File: src/rtl/peak_ar_master.sv
// Debug-side initiator for the core AR_* register/CSR access port.
// Define PEAK_AR_BURST_EN to honour CMD_LEN as a multi-beat read burst.
module peak_ar_master #(
    parameter int RD_LAT  = 1,
    parameter int BURST_W = 4
) (
    input  logic               CLK,
    input  logic               RST_N,
    input  logic               CMD_VALID,
    output logic               CMD_READY,
    input  logic               CMD_WR,
    input  logic [15:0]        CMD_AD,
    input  logic [31:0]        CMD_DI,
    input  logic [BURST_W-1:0] CMD_LEN,
    output logic               RSP_VALID,
    input  logic               RSP_READY,
    output logic [31:0]        RSP_DO,
    output logic               RSP_LAST,
    output logic               BUSY,
    output logic               AR_EN,
    output logic               AR_WR,
    output logic [15:0]        AR_AD,
    output logic [31:0]        AR_DI,
    input  logic [31:0]        AR_DO
);

    if (RD_LAT < 1 || RD_LAT > 7) begin : g_bad_lat
        $error("peak_ar_master: RD_LAT must be in 1..7");
    end

    localparam logic [2:0] LAT_MAX = 3'(RD_LAT);

    typedef enum logic [1:0] {
        IDLE = 2'd0,
        WR   = 2'd1,
        RD   = 2'd2,
        RSP  = 2'd3
    } state_t;

    state_t      state_q, state_d;
    logic [15:0] addr_q, addr_d;
    logic [31:0] data_q, data_d;
    logic [2:0]  lat_q, lat_d;
    logic [31:0] rsp_do_d;
    logic        rsp_last_d;
    logic        last_beat;

    logic        cmd_ready_d;
    logic        busy_d;
    logic        ar_en_d;
    logic        ar_wr_d;
    logic [15:0] ar_ad_d;
    logic [31:0] ar_di_d;
    logic        rsp_valid_d;

    logic        cmd_fire;
    logic        rsp_fire;

`ifdef PEAK_AR_BURST_EN
    logic [BURST_W-1:0] beats_q, beats_d;

    assign last_beat = (beats_q == '0);
`else
    logic unused_len;

    assign unused_len = ^CMD_LEN;
    assign last_beat  = 1'b1;
`endif

    // Handshakes use only registered outputs, so no input reaches an output.
    assign cmd_fire = CMD_VALID && CMD_READY;
    assign rsp_fire = RSP_VALID && RSP_READY;

    always_comb begin
        state_d    = state_q;
        addr_d     = addr_q;
        data_d     = data_q;
        lat_d      = lat_q;
        rsp_do_d   = RSP_DO;
        rsp_last_d = RSP_LAST;
`ifdef PEAK_AR_BURST_EN
        beats_d    = beats_q;
`endif
        unique case (state_q)
            IDLE: begin
                if (cmd_fire) begin
                    addr_d  = CMD_AD;
                    data_d  = CMD_WR ? CMD_DI : 32'd0;
                    lat_d   = 3'd0;
                    state_d = CMD_WR ? WR : RD;
`ifdef PEAK_AR_BURST_EN
                    beats_d = CMD_WR ? '0 : CMD_LEN;
`endif
                end
            end
            WR: begin
                rsp_do_d   = 32'd0;
                rsp_last_d = 1'b1;
                state_d    = RSP;
            end
            RD: begin
                if (lat_q == LAT_MAX) begin
                    rsp_do_d   = AR_DO;
                    rsp_last_d = last_beat;
                    state_d    = RSP;
                end else begin
                    lat_d = lat_q + 3'd1;
                end
            end
            RSP: begin
                if (rsp_fire) begin
                    rsp_do_d   = 32'd0;
                    rsp_last_d = 1'b0;
                    if (last_beat) begin
                        state_d = IDLE;
                    end else begin
                        addr_d  = addr_q + 16'd1;
                        lat_d   = 3'd0;
                        state_d = RD;
`ifdef PEAK_AR_BURST_EN
                        beats_d = beats_q - 1'b1;
`endif
                    end
                end
            end
            default: state_d = IDLE;
        endcase

        // Outputs are registered copies of what the next state implies.
        cmd_ready_d = (state_d == IDLE);
        busy_d      = (state_d != IDLE);
        ar_en_d     = (state_d == WR) || (state_d == RD);
        ar_wr_d     = (state_d == WR);
        ar_ad_d     = ar_en_d ? addr_d : 16'd0;
        ar_di_d     = ar_wr_d ? data_d : 32'd0;
        rsp_valid_d = (state_d == RSP);
    end

    always_ff @(posedge CLK or negedge RST_N) begin
        if (!RST_N) begin
            state_q   <= IDLE;
            addr_q    <= 16'd0;
            data_q    <= 32'd0;
            lat_q     <= 3'd0;
            CMD_READY <= 1'b0;
            BUSY      <= 1'b0;
            AR_EN     <= 1'b0;
            AR_WR     <= 1'b0;
            AR_AD     <= 16'd0;
            AR_DI     <= 32'd0;
            RSP_VALID <= 1'b0;
            RSP_DO    <= 32'd0;
            RSP_LAST  <= 1'b0;
        end else begin
            state_q   <= state_d;
            addr_q    <= addr_d;
            data_q    <= data_d;
            lat_q     <= lat_d;
            CMD_READY <= cmd_ready_d;
            BUSY      <= busy_d;
            AR_EN     <= ar_en_d;
            AR_WR     <= ar_wr_d;
            AR_AD     <= ar_ad_d;
            AR_DI     <= ar_di_d;
            RSP_VALID <= rsp_valid_d;
            RSP_DO    <= rsp_do_d;
            RSP_LAST  <= rsp_last_d;
        end
    end

`ifdef PEAK_AR_BURST_EN
    always_ff @(posedge CLK or negedge RST_N) begin
        if (!RST_N) begin
            beats_q <= '0;
        end else begin
            beats_q <= beats_d;
        end
    end
`endif

endmodule

File: config.mk
export PLATFORM = sky130hd
export DESIGN_NAME = peak_ar_master
export DESIGN_NICKNAME = d
export VERILOG_FILES = /design/src/rtl/peak_ar_master.sv
export SDC_FILE = /design/constraint.sdc
export NUM_CORES = 1
export LEC_CHECK = 0
export CAP_MARGIN = 20
export CORE_MARGIN = 4
export CORE_UTILIZATION = 48
export CTS_BUF_LIST = sky130_fd_sc_hd__clkbuf_8
export CTS_CLUSTER_DIAMETER = 80
export CTS_CLUSTER_SIZE = 8
export DETAILED_ROUTE_END_ITERATION = 8
export PLACE_DENSITY = 0.91
export SYNTH_ARGS = -nofsm -noshare
export SYNTH_HDL_FRONTEND = slang
export SYNTH_SLANG_ARGS = --single-unit
File: constraint.sdc
create_clock -name CLK -period 3.2 [get_ports CLK]
set_input_delay 0.64 -clock CLK [delete_from_list [all_inputs] [get_ports CLK]]
set_output_delay 0.64 -clock CLK [all_outputs]
set_load 0.1 [all_outputs]
# Word-level counts from Yosys, hierarchy flattened
# Cells that the tools add are included.
# totals
ff_bits	139
latch_bits	0
ramBits	0
mem_bits_ro	0
in_bits	89
out_inout_bits	86
elab_cells	56
memories	0
# classes
add_sub_neg	1
mul	0
div	0
order_cmp	0
eq_ne	11
n_shift	0
n_mux	21
bitwise	0
reduce_logical	10
# op_table
cell	count
2-to-1 mux 32 bit	6
one-hot mux 32 bit (3 select lines)	1
2-to-1 mux 16 bit	3
== test 2 bit (second input constant)	4
2-to-1 mux 2 bit	4
inequality test 2 bit (second input constant)	4
one-hot mux 2 bit (4 select lines)	1
2-to-1 mux 3 bit	2
one-hot mux 3 bit (2 select lines)	1
AND reduction 3 bit	2
== test 2 x 1 -> 1 bit (second input constant)	2
logical NOT 2 bit	2
nonzero test 2 bit	2
adder 3 x 1 -> 3 bit (second input constant)	1
== test 3 x 1 -> 1 bit (second input constant)	1
one-hot mux 1 bit (3 select lines)	1
nonzero test 3 bit	1
logical AND 1 bit	2
2-to-1 mux 1 bit	2
logical OR 1 bit	1

# Depth between registers and ports, before layout
# Gate-level depths: netlist (run 1).
# depth
depth_word	6
depth_mapped	9
ltp_nobuf	8

# Worst setup path after synthesis (run 1)
# OpenSTA, ideal clock, no wires.
# synth_timing
path_kind	register to register
start	register RSP_VALID
end	register AR_AD[10]
arrival_ns	2.265
slack_ns	0.869
path_stages_with_launch	7
path_buffers	1
path_cell_list	dfrtp_1 nand2_1 o21ai_0 ha_1 inv_1 clkbuf_1 and2_1
# synth_between
elab_chain_cells	6
# synth_rtl
element	line_no	rtl
start, declared	15	output logic RSP_VALID,
start signal, assigned	165	RSP_VALID <= rsp_valid_d;
logical AND 1 bit *	72	assign rsp_fire = RSP_VALID && RSP_READY;
2-to-1 mux 2 bit *	111	if (rsp_fire) begin
one-hot mux 2 bit (4 select lines) *	84	unique case (state_q)
== test 2 x 1 -> 1 bit or == test 2 bit (tied branches)	132	ar_en_d = (state_d == WR) || (state_d == RD);
logical OR 1 bit *	132	
via ar_en_d	50	logic ar_en_d;
2-to-1 mux 16 bit *	134	ar_ad_d = ar_en_d ? addr_d : 16'd0;
via ar_ad_d[10]	52	logic [15:0] ar_ad_d;
end signal, assigned	163	AR_AD <= ar_ad_d;
end, declared	22	output logic [15:0] AR_AD,
# Mark *: on every way through the listed nets, which the timed path passes. The rest lies on a longest branch.
# A chain may end at the register's enable or synchronous reset.

# Final worst setup path (run 1)
# layout_timing
start	register lat_q[1]
end	register AR_DI[14]
# layout_between
elab_chain_cells	5
# layout_rtl
element	line_no	rtl
start, declared	43	logic [2:0] lat_q, lat_d;
start signal, assigned	158	lat_q <= lat_d;
== test 3 x 1 -> 1 bit	102	if (lat_q == LAT_MAX) begin
2-to-1 mux 2 bit	102	
one-hot mux 2 bit (4 select lines)	84	
via state_d[0]	40	state_t state_q, state_d;
== test 2 x 1 -> 1 bit	133	ar_wr_d = (state_d == WR);
2-to-1 mux 32 bit	135	ar_di_d = ar_wr_d ? data_d : 32'd0;
via ar_di_d[14]	53	logic [31:0] ar_di_d;
end signal, assigned	164	AR_DI <= ar_di_d;
end, declared	23	output logic [31:0] AR_DI,
# The timed path passes the listed nets, and every way through them passes these cells.

==> results of run 1 <==
through the flow:
step	area [µm²]	setup slack, ns	cells	power, mW	util (%)
after floorplan	5220	0.869	402	4.74	-
after global placement	6780	0.253	690	5.38	64.8
after detailed placement	6780	0.0587	690	5.50	64.8
after CTS	7140	0.297	721	6.78	68.2
after global routing	7170	0.0168	722	7.11	68.5
final	7170	0.307	722	6.78	68.5
synthesized netlist by cell type (2+ instances only):
cell type	number
nand2_1	67
a22o_1	34
a21oi_1	3
nand3_1	34
a21boi_0	27
a21boi_1	5
mux2_4	14
buf_6	6
buf_2	10
and2_1	17
o21ai_0	7
ha_1	7
dfrtp_1	139
mux2_2	2
inv_1	7
clkbuf_1	8
nor2_1	3
kinds of logic (layout without fill, tap and decap cells):
| group | Yosys count | count (layout) | synth area share, % |
|---|---|---|---|
| flip-flops | 139 | 139 | 66.7 |
| AND/OR/NAND/NOR | 126 | 126 | 11.5 |
| AO/OA/AOI/OAI | 81 | 81 | 12.1 |
| buffers and inverters | 32 | 216 | 3.40 |
| multiplexers | 17 | 17 | 4.65 |
| adder cells (fa/ha/maj) | 7 | 7 | 1.68 |
placed cells by master, fill, tap and decap left out, types with 2 or more instances in the layout:
master / count
a21oi_1: 3
inv_1: 7
clkinv_4: 3
o21ai_0: 7
ha_1: 7
dfrtp_1: 139
clkdlybuf4s50_1: 83
mux2_2: 2
buf_4: 93
nor2_1: 2
a22o_1: 34
and2_1: 17
nand2_1: 67
nand3_1: 34
a21boi_1: 5
clkinv_2: 4
clkbuf_8: 17
a21boi_0: 27
mux2_4: 14
clkinvlp_4: 4
inv_6: 2
layer usage:
layer | routed length [µm] | part of all wire (%) | up-vias
li1 | - | - | 1720
met1 | 5030 | 41 | 1861
met2 | 6160 | 51 | 153
met3 | 894 | 7.3 | 14
met4 | 106 | 0.87 | 0
met5 | 0 | 0 | -
sequential cells by signal, indices dropped and copies added, names as in the netlist:
name       count
BUSY           1
addr_q        16
AR_EN          1
RSP_DO        32
AR_WR          1
AR_AD         16
RSP_VALID      1
AR_DI         32
CMD_READY      1
data_q        32
state_q        2
lat_q          3
RSP_LAST       1
path summary, 6_finish.rpt:
check                      depth (start not counted)        from    endpoint  slack (ns)
min in group CLK                                   2  data_q[11]  data_q[11]        0.46
setup / recovery                                   7    lat_q[1]   AR_DI[14]        0.31
hold / removal                                     1       RST_N    AR_AD[8]        0.34
max in group asynchronous                          2       RST_N  RSP_DO[11]        2.04
hold reg to reg                                    2  data_q[11]  data_q[11]        0.46
setup reg to reg                                   7    lat_q[1]   AR_DI[14]        0.31
area by class of cell:
type | instances | area [µm²] | share of cell area (%)
Sequential cell | 139 | 3480 | 48.5
Clock buffer | 17 | 234 | 3.27
Timing Repair Buffer | 178 | 1570 | 21.9
Multi-Input combinational cell | 231 | 1570 | 21.8
Inverter | 7 | 26.3 | 0.367
Tap cell | 136 | 170 | 2.37
Clock inverter | 14 | 124 | 1.73
power groups by stage:
stage | registers [mW] | logic (mW) | clock network [mW]
after floorplan | 3.89 | 0.845 | 0
after global placement | 2.42 | 2.96 | 0
after detailed placement | 2.46 | 3.03 | 0
after CTS | 2.43 | 3.04 | 1.30
after global routing | 2.49 | 3.24 | 1.39
final | 2.43 | 3.08 | 1.27
==> flow_metrics.env, run 1 <==
export IMPL_critical_path_class="reg -> reg"
export IMPL_ios=175
export IMPL_crit_fanout=32
export IMPL_ant_nets=0
export IMPL_vdd_drop_max_mv=0.997
export IMPL_core_um2=10500
export IMPL_p_sw_share_pct=46.1
export IMPL_grt_overflow_total=0
export IMPL_fin_crit_ns=2.89
export IMPL_grt_pass1_vias=3877
export IMPL_start_kind="flip-flop"
export IMPL_clk_latency_ns=0.43
export IMPL_met3_usage_pct=6.15
export IMPL_critPathBufInv=1
export IMPL_route_detailed_drc=0
export IMPL_totalWireLength_um=12200
export IMPL_diodes=0
export IMPL_die_w_um=112
export IMPL_async_reset_ff_share_pct=100
export IMPL_powerDensity_nw_per_um2=947
export IMPL_cp_data_required_time_ns=3.52
export IMPL_first_pass_iters=5
export IMPL_hpwl_um=8400
export IMPL_max_freq_mhz=346
export IMPL_dieArea_um2=12600
export IMPL_grt_usage_pct=19.5
export IMPL_combPwrFrac_pct=45.4
export IMPL_syn_area_um2=5220
export IMPL_synth_nets=498
export IMPL_synth_edff_count=0
export IMPL_slowest_delay_ns=0.96
export IMPL_maxCapViolations=0
export IMPL_postSynthCellCount=402
export IMPL_cts_resized=0
export IMPL_synth_area_leaders="dfrtp_1, a22o_1, nand2_1"
export IMPL_synth_top_cell_area_share_pct=66.7
export IMPL_clk_pin_slew_ns=0.07
export IMPL_arrival_ns=3.21
export IMPL_seq_area_frac_synth_pct=66.7
export IMPL_gp_congestion=0.865
export IMPL_endpoint_kind="flip-flop"
export IMPL_nFillCells=737
export IMPL_p_leak_nw=3.67
export IMPL_intPower_mw=3.66
export IMPL_grt_start_max_net_pins=109
export IMPL_status="completed"
export IMPL_clock_sinks=139
export IMPL_slew_headroom_pct=27.8
export IMPL_cts_tree="yes"
export IMPL_post_cts_setup_buffers=0
export IMPL_synth_seq_cells=139
export IMPL_start_util_pct=49.9
export IMPL_yosys_most_used_dff="dfrtp_1"
export IMPL_p_clk_share_pct=18.7
export IMPL_numCtsBuffers=17
export IMPL_use_met2_pct=32.4
export IMPL_ys_types=29
export IMPL_die_h_um=112
export IMPL_path_cells="inv_1 -> ha_1 -> nor2b_1 -> o21ai_0 -> a22oi_1 -> ha_1 -> a21boi_0"
export IMPL_grt_pass1_wl_um=19600
export IMPL_grt_util_met1_pct=24.9
export IMPL_cts_root_buf="clkbuf_8"
export IMPL_cts_hold_buf=0
export IMPL_io_buffers=170
export IMPL_report_final_slew_viol_count=0
export IMPL_syn2layout_area_growth_pct=37.3
export IMPL_ctsHtreeMaxLevel=4
export IMPL_whs_ns=0.337
export IMPL_slowest_stage="ha_1"
export IMPL_setup_viol=0
export IMPL_num_rows=37
export IMPL_path_delay_family="adder cells"
export IMPL_syn_avg_cell_area_um2=13.0
export IMPL_hold_path_class="in -> async"
export IMPL_drive_gt1_share_pct=24.7
export IMPL_rsz0062_at_grt="false"
export IMPL_worst_pin_slew_ns=1.08
export IMPL_clockBufferDepth=2
export IMPL_crit_path_frequent_cell="ha_1"
export IMPL_clock_skew_ns=0.0145
export IMPL_antenna_found_initial=0
export IMPL_drtIter0Drc=140
export IMPL_nets=670
export IMPL_vias=3748
export IMPL_power_frac_seq_pct=35.8
export IMPL_yosys_area_top_type="dfrtp_1"
export IMPL_hold_viol=0
export IMPL_yosys_warnings=0
export IMPL_p_switching_mw=3.12
export IMPL_setup_tns_ns=0
export IMPL_post_drt_wl_per_cell_um=16.9
export IMPL_timing_final_crit_share_pct=90.4
export IMPL_grt_busiest_layer="met2"
export IMPL_viasPerCell=5.19
No activity file was read; power rests on OpenSTA's default activity.
==> inputs of run 2 (changes only) <==
Settings changed: CORE_MARGIN 4 to 3, CTS_BUF_LIST sky130_fd_sc_hd__clkbuf_8 to sky130_fd_sc_hd__clkbuf_4 sky130_fd_sc_hd__clkbuf_8.
==> flow_metrics.env, run 2 (synthesis gave the netlist of run 1 again) <==
export IMPL_status="completed"
export IMPL_diodes=0
export IMPL_syn2layout_area_growth_pct=37.9
export IMPL_post_drt_wl_per_cell_um=17.0
export IMPL_core_um2=10500
export IMPL_grt_start_max_net_pins=84
export IMPL_drive_gt1_share_pct=24.5
export IMPL_timing_final_crit_share_pct=85.2
export IMPL_final_cell_mix="dfrtp_1, buf_4, clkdlybuf4s50_1, nand2_1"
export IMPL_vias=3731
export IMPL_reg2reg_slack_ns=0.47
export IMPL_antenna_found_initial=0
export IMPL_path_cells="inv_1 -> ha_1 -> nor2b_1 -> o21ai_0 -> a22oi_1 -> ha_1 -> a21boi_0"
export IMPL_setup_viol=0
export IMPL_dp_slack_ns=0.108
export IMPL_viasPerCell=5.18
export IMPL_start_kind="flip-flop"
export IMPL_die_h_um=110
export IMPL_clock_skew_ns=0.00891
export IMPL_setup_tns_ns=0
export IMPL_hold_path_class="in -> async"
export IMPL_ctsHtreeMaxLevel=4
export IMPL_grt_usage_pct=20.6
export IMPL_clk_pin_slew_ns=0.08
export IMPL_dieArea_um2=12200
export IMPL_fin_crit_ns=2.73
export IMPL_reg_largest_list="AR_DI (32), RSP_DO (32), data_q (32)"
export IMPL_fin_ws_ns=0.473
export IMPL_post_route_util_pct=68.8
export IMPL_post_cts_setup_buffers=0
export IMPL_vdd_drop_max_mv=0.634
export IMPL_critical_path_class="reg -> reg"
export IMPL_clock_sinks=139
export IMPL_arrival_ns=3.05
export IMPL_die_w_um=110
export IMPL_numCtsBuffers=17
export IMPL_maxCapViolations=0
export IMPL_slew_headroom_pct=26.3
export IMPL_worst_pin_slew_ns=1.10
export IMPL_r2r_cells=7
export IMPL_regArea_um2=3480
export IMPL_ant_nets=0
export IMPL_rsz0062_at_grt="false"
export IMPL_multi_input_area_um2=1570
export IMPL_nFillCells=731
export IMPL_cts_resized=0
export IMPL_cts_tree="yes"
export IMPL_cts_hold_buf=0
export IMPL_endpoint_kind="flip-flop"
export IMPL_grt_pass1_vias=3797
export IMPL_hpwl_um=8340
export IMPL_drtIter0Drc=179
export IMPL_crit_path_frequent_cell="ha_1"
export IMPL_critPathBufInv=1
export IMPL_io_buffers=170
export IMPL_ios=175
export IMPL_rr_startpoint="lat_q[1]"
export IMPL_max_freq_mhz=367
export IMPL_slowest_stage="ha_1"
export IMPL_start_util_pct=49.9
export IMPL_grt_pass1_wl_um=18800
export IMPL_report_final_slew_viol_count=0
export IMPL_slowest_delay_ns=0.88
export IMPL_clk_latency_ns=0.43
export IMPL_num_rows=37
export IMPL_clockBufferDepth=2
export IMPL_hold_viol=0
export IMPL_p_leak_nw=3.68
export IMPL_grt_overflow_total=0
export IMPL_whs_ns=0.255
export IMPL_powerDensity_nw_per_um2=960
export IMPL_cp_data_required_time_ns=3.53
export IMPL_nets=667
export IMPL_first_pass_iters=4
export IMPL_crit_fanout=32
export IMPL_path_delay_family="adder cells"
export IMPL_final_common_cell="dfrtp_1"
export IMPL_gp_congestion=0.765
export IMPL_cts_root_buf="clkbuf_8"
export IMPL_route_detailed_drc=0
export IMPL_worstReg2RegEnd="AR_DI[20]"
export IMPL_totalWireLength_um=12200
==> run 2: cell types whose count changed in the layout (fill, tap and decap cells not counted) <==
cell and delta:
buf_4 -3, bufinv_16 +2, clkbuf_4 +2, clkinv_2 -2, clkinvlp_4 -2, buf_12 +1
buf_16 -1, clkinv_4 +1
==> run 2: layout make-up <==
type / count / share of cell area, %
multi-input cells: 231 / 21.8
clock inverters: 13 / 2.33
clock buffers: 19 / 3.46
inverters: 7 / 0.365
well taps: 136 / 2.37
flip-flops and latches: 139 / 48.3
repair buffers: 175 / 21.4
==> run 2: metal layers <==
metal / vias to the layer above / routed length, µm / share of wire [%] / track usage (%)
met4: 0 / 163 / 1.3 / 8.18
met2: 163 / 6240 / 51 / 35.5
met5: - / 0 / 0 / 0
met3: 15 / 1090 / 8.9 / 6.76
met1: 1832 / 4720 / 39 / 23.8
li1: 1721 / - / - / -
==> run 2: worst max-delay path by stage <==
stage	start	to	slack [ns]	depth (start not counted)
finish	lat_q[1]	AR_DI[20]	0.47	7
global route	lat_q[1]	AR_DI[20]	0.12	7
CTS	lat_q[1]	AR_DI[20]	0.43	7
detailed placement	RSP_READY	AR_DI[11]	0.11	5
global placement	RSP_READY	AR_DI[13]	0.23	5
floorplan	RSP_VALID	AR_AD[10]	0.87	6
==> run 2: stage by stage <==
| stage | power [mW] | instance area, µm² | cells |
|---|---|---|---|
| global placement | 5.39 | 6780 | 688 |
| finish | 6.91 | 7190 | 720 |
| detailed placement | 5.49 | 6780 | 688 |
| global route | 7.26 | 7190 | 720 |
| floorplan | 4.74 | 5220 | 402 |
| CTS | 6.98 | 7190 | 720 |
==> run 2: worst reg2reg max path, cell delays in order, from the launching register on <==
cell and delay (ns):
dfrtp_1 0.42, inv_1 0.07, ha_1 0.18, nor2b_1 0.31
o21ai_0 0.18, a22oi_1 0.28, ha_1 0.88, a21boi_0 0.32
==> run 2: power by group <==
part / internal [mW] / switching [mW]
sequential: 2.20 / 0.226
combinational: 0.806 / 2.21
clock: 0.794 / 0.668
==> inputs of run 3 (changes only) <==
Settings changed: CORE_ASPECT_RATIO set to 0.9, TNS_END_PERCENT set to 30.
==> flow_metrics.env, run 3 (synthesis gave the netlist of run 1 again) <==
export IMPL_drive_gt1_share_pct=24.6
export IMPL_maxCapViolations=0
export IMPL_core_um2=10400
export IMPL_nets=669
export IMPL_cts_hold_buf=0
export IMPL_arrival_ns=3.04
export IMPL_vias=3688
export IMPL_worst_pin_slew_ns=0.715
export IMPL_critPathBufInv=2
export IMPL_antenna_found_initial=0
export IMPL_hold_path_class="in -> async"
export IMPL_clock_skew_ns=0.0202
export IMPL_grt_usage_pct=19.9
export IMPL_path_cells="inv_1 -> ha_1 -> nor2b_1 -> o21ai_0 -> a22oi_1 -> ha_1 -> buf_8 -> a21boi_0"
export IMPL_post_cts_setup_buffers=0
export IMPL_post_drt_wl_per_cell_um=16.6
export IMPL_slowest_stage="ha_1"
export IMPL_slew_headroom_pct=52.3
export IMPL_reg_largest_list="AR_DI (32), RSP_DO (32), data_q (32)"
export IMPL_grt_pass1_vias=3793
export IMPL_io_buffers=170
export IMPL_setup_tns_ns=0
export IMPL_grt_overflow_total=0
export IMPL_gp_congestion=0.751
export IMPL_crit_path_frequent_cell="ha_1"
export IMPL_cts_root_buf="clkbuf_8"
export IMPL_syn2layout_area_growth_pct=37.4
export IMPL_path_delay_family="compound AO/OA/AOI/OAI gates"
export IMPL_die_w_um=116
export IMPL_start_util_pct=50.1
export IMPL_grt_start_max_net_pins=75
export IMPL_rsz0062_at_grt="false"
export IMPL_timing_final_crit_share_pct=84.4
export IMPL_final_cell_mix="dfrtp_1, buf_4, clkdlybuf4s50_1, nand2_1"
export IMPL_fin_crit_ns=2.70
export IMPL_grt_pass1_wl_um=18700
export IMPL_diodes=0
export IMPL_ios=175
export IMPL_cts_resized=0
export IMPL_dieArea_um2=12200
export IMPL_max_freq_mhz=370
export IMPL_drtIter0Drc=210
export IMPL_hold_viol=0
export IMPL_setup_viol=0
export IMPL_numCtsBuffers=17
export IMPL_critical_path_class="reg -> reg"
export IMPL_final_common_cell="dfrtp_1"
export IMPL_route_detailed_drc=0
export IMPL_slowest_delay_ns=0.60
export IMPL_start_kind="flip-flop"
export IMPL_status="completed"
export IMPL_crit_fanout=19
export IMPL_p_leak_nw=3.69
export IMPL_report_final_slew_viol_count=0
export IMPL_vdd_drop_max_mv=0.509
export IMPL_ctsHtreeMaxLevel=4
export IMPL_clockBufferDepth=2
export IMPL_first_pass_iters=5
export IMPL_endpoint_kind="flip-flop"
export IMPL_cts_tree="yes"
export IMPL_clk_pin_slew_ns=0.07
export IMPL_ant_nets=0
export IMPL_totalWireLength_um=11900
export IMPL_whs_ns=0.222
export IMPL_post_route_util_pct=68.8
export IMPL_die_h_um=105
export IMPL_hpwl_um=7990
export IMPL_cp_data_required_time_ns=3.54
export IMPL_viasPerCell=5.17
export IMPL_clk_latency_ns=0.44
export IMPL_clock_sinks=139
export IMPL_num_rows=35
export IMPL_powerDensity_nw_per_um2=952
## run 3: cell count changes in the layout (fill, tap and decap cells not counted), moves of 2 or more
cell / before / now
bufinv_16: 3 / 1
clkbuf_4: 2 / 4
clkbuf_8: 17 / 19
clkinv_2: 2 / 5
clkinv_4: 4 / 0
inv_6: 2 / 0
## run 3: metal layers
metal | vias to the layer above | part of all wire, % | GRT usage [%]
met2 | 127 | 51 | 32.2
met4 | 0 | 1.6 | 7.13
met3 | 17 | 6.0 | 5.85
met1 | 1829 | 42 | 25.4
li1 | 1715 | - | -
met5 | - | 0 | 0
## run 3: report_power, final
group	switching (mW)	internal [mW]
clock network	0.632	0.678
registers	0.220	2.20
logic	2.24	0.860
## run 3: per-stage QoR
step	cells	setup WS (ns)	cell area (µm²)	power (mW)
floorplan	402	0.869	5220	4.74
global placement	681	0.292	6770	5.39
detailed placement	681	0.0868	6770	5.49
CTS	712	0.271	7130	6.81
global route	714	0.261	7170	7.16
finish	714	0.498	7170	6.83
## run 3: layout make-up
class | count | area (µm²)
clock inverter | 8 | 70.1
clock buffer | 23 | 292
tap | 129 | 161
timing repair buffer | 177 | 1580
sequential | 139 | 3480
multi-input combinational | 231 | 1570
inverter | 7 | 26.3
fill | 708 | 3250
## run 3: worst register-to-register path: stages (launching register included)
cell,delay [ns]
dfrtp_1,0.41
inv_1,0.07
ha_1,0.18
nor2b_1,0.32
o21ai_0,0.17
a22oi_1,0.40
ha_1,0.60
buf_8,0.24
a21boi_0,0.23
## run 3: worst paths after layout
kind                                 start    endpoint  slack, ns  cells past startpoint
max in group asynchronous            RST_N   RSP_DO[5]       2.18                      2
worst max-delay path              lat_q[1]    AR_DI[3]       0.50                      8
min in group CLK                data_q[30]  data_q[30]       0.46                      2
worst max register to register    lat_q[1]    AR_DI[3]       0.50                      8
worst min-delay path                 RST_N  RSP_DO[12]       0.22                      1
worst min register to register  data_q[30]  data_q[30]       0.46                      2
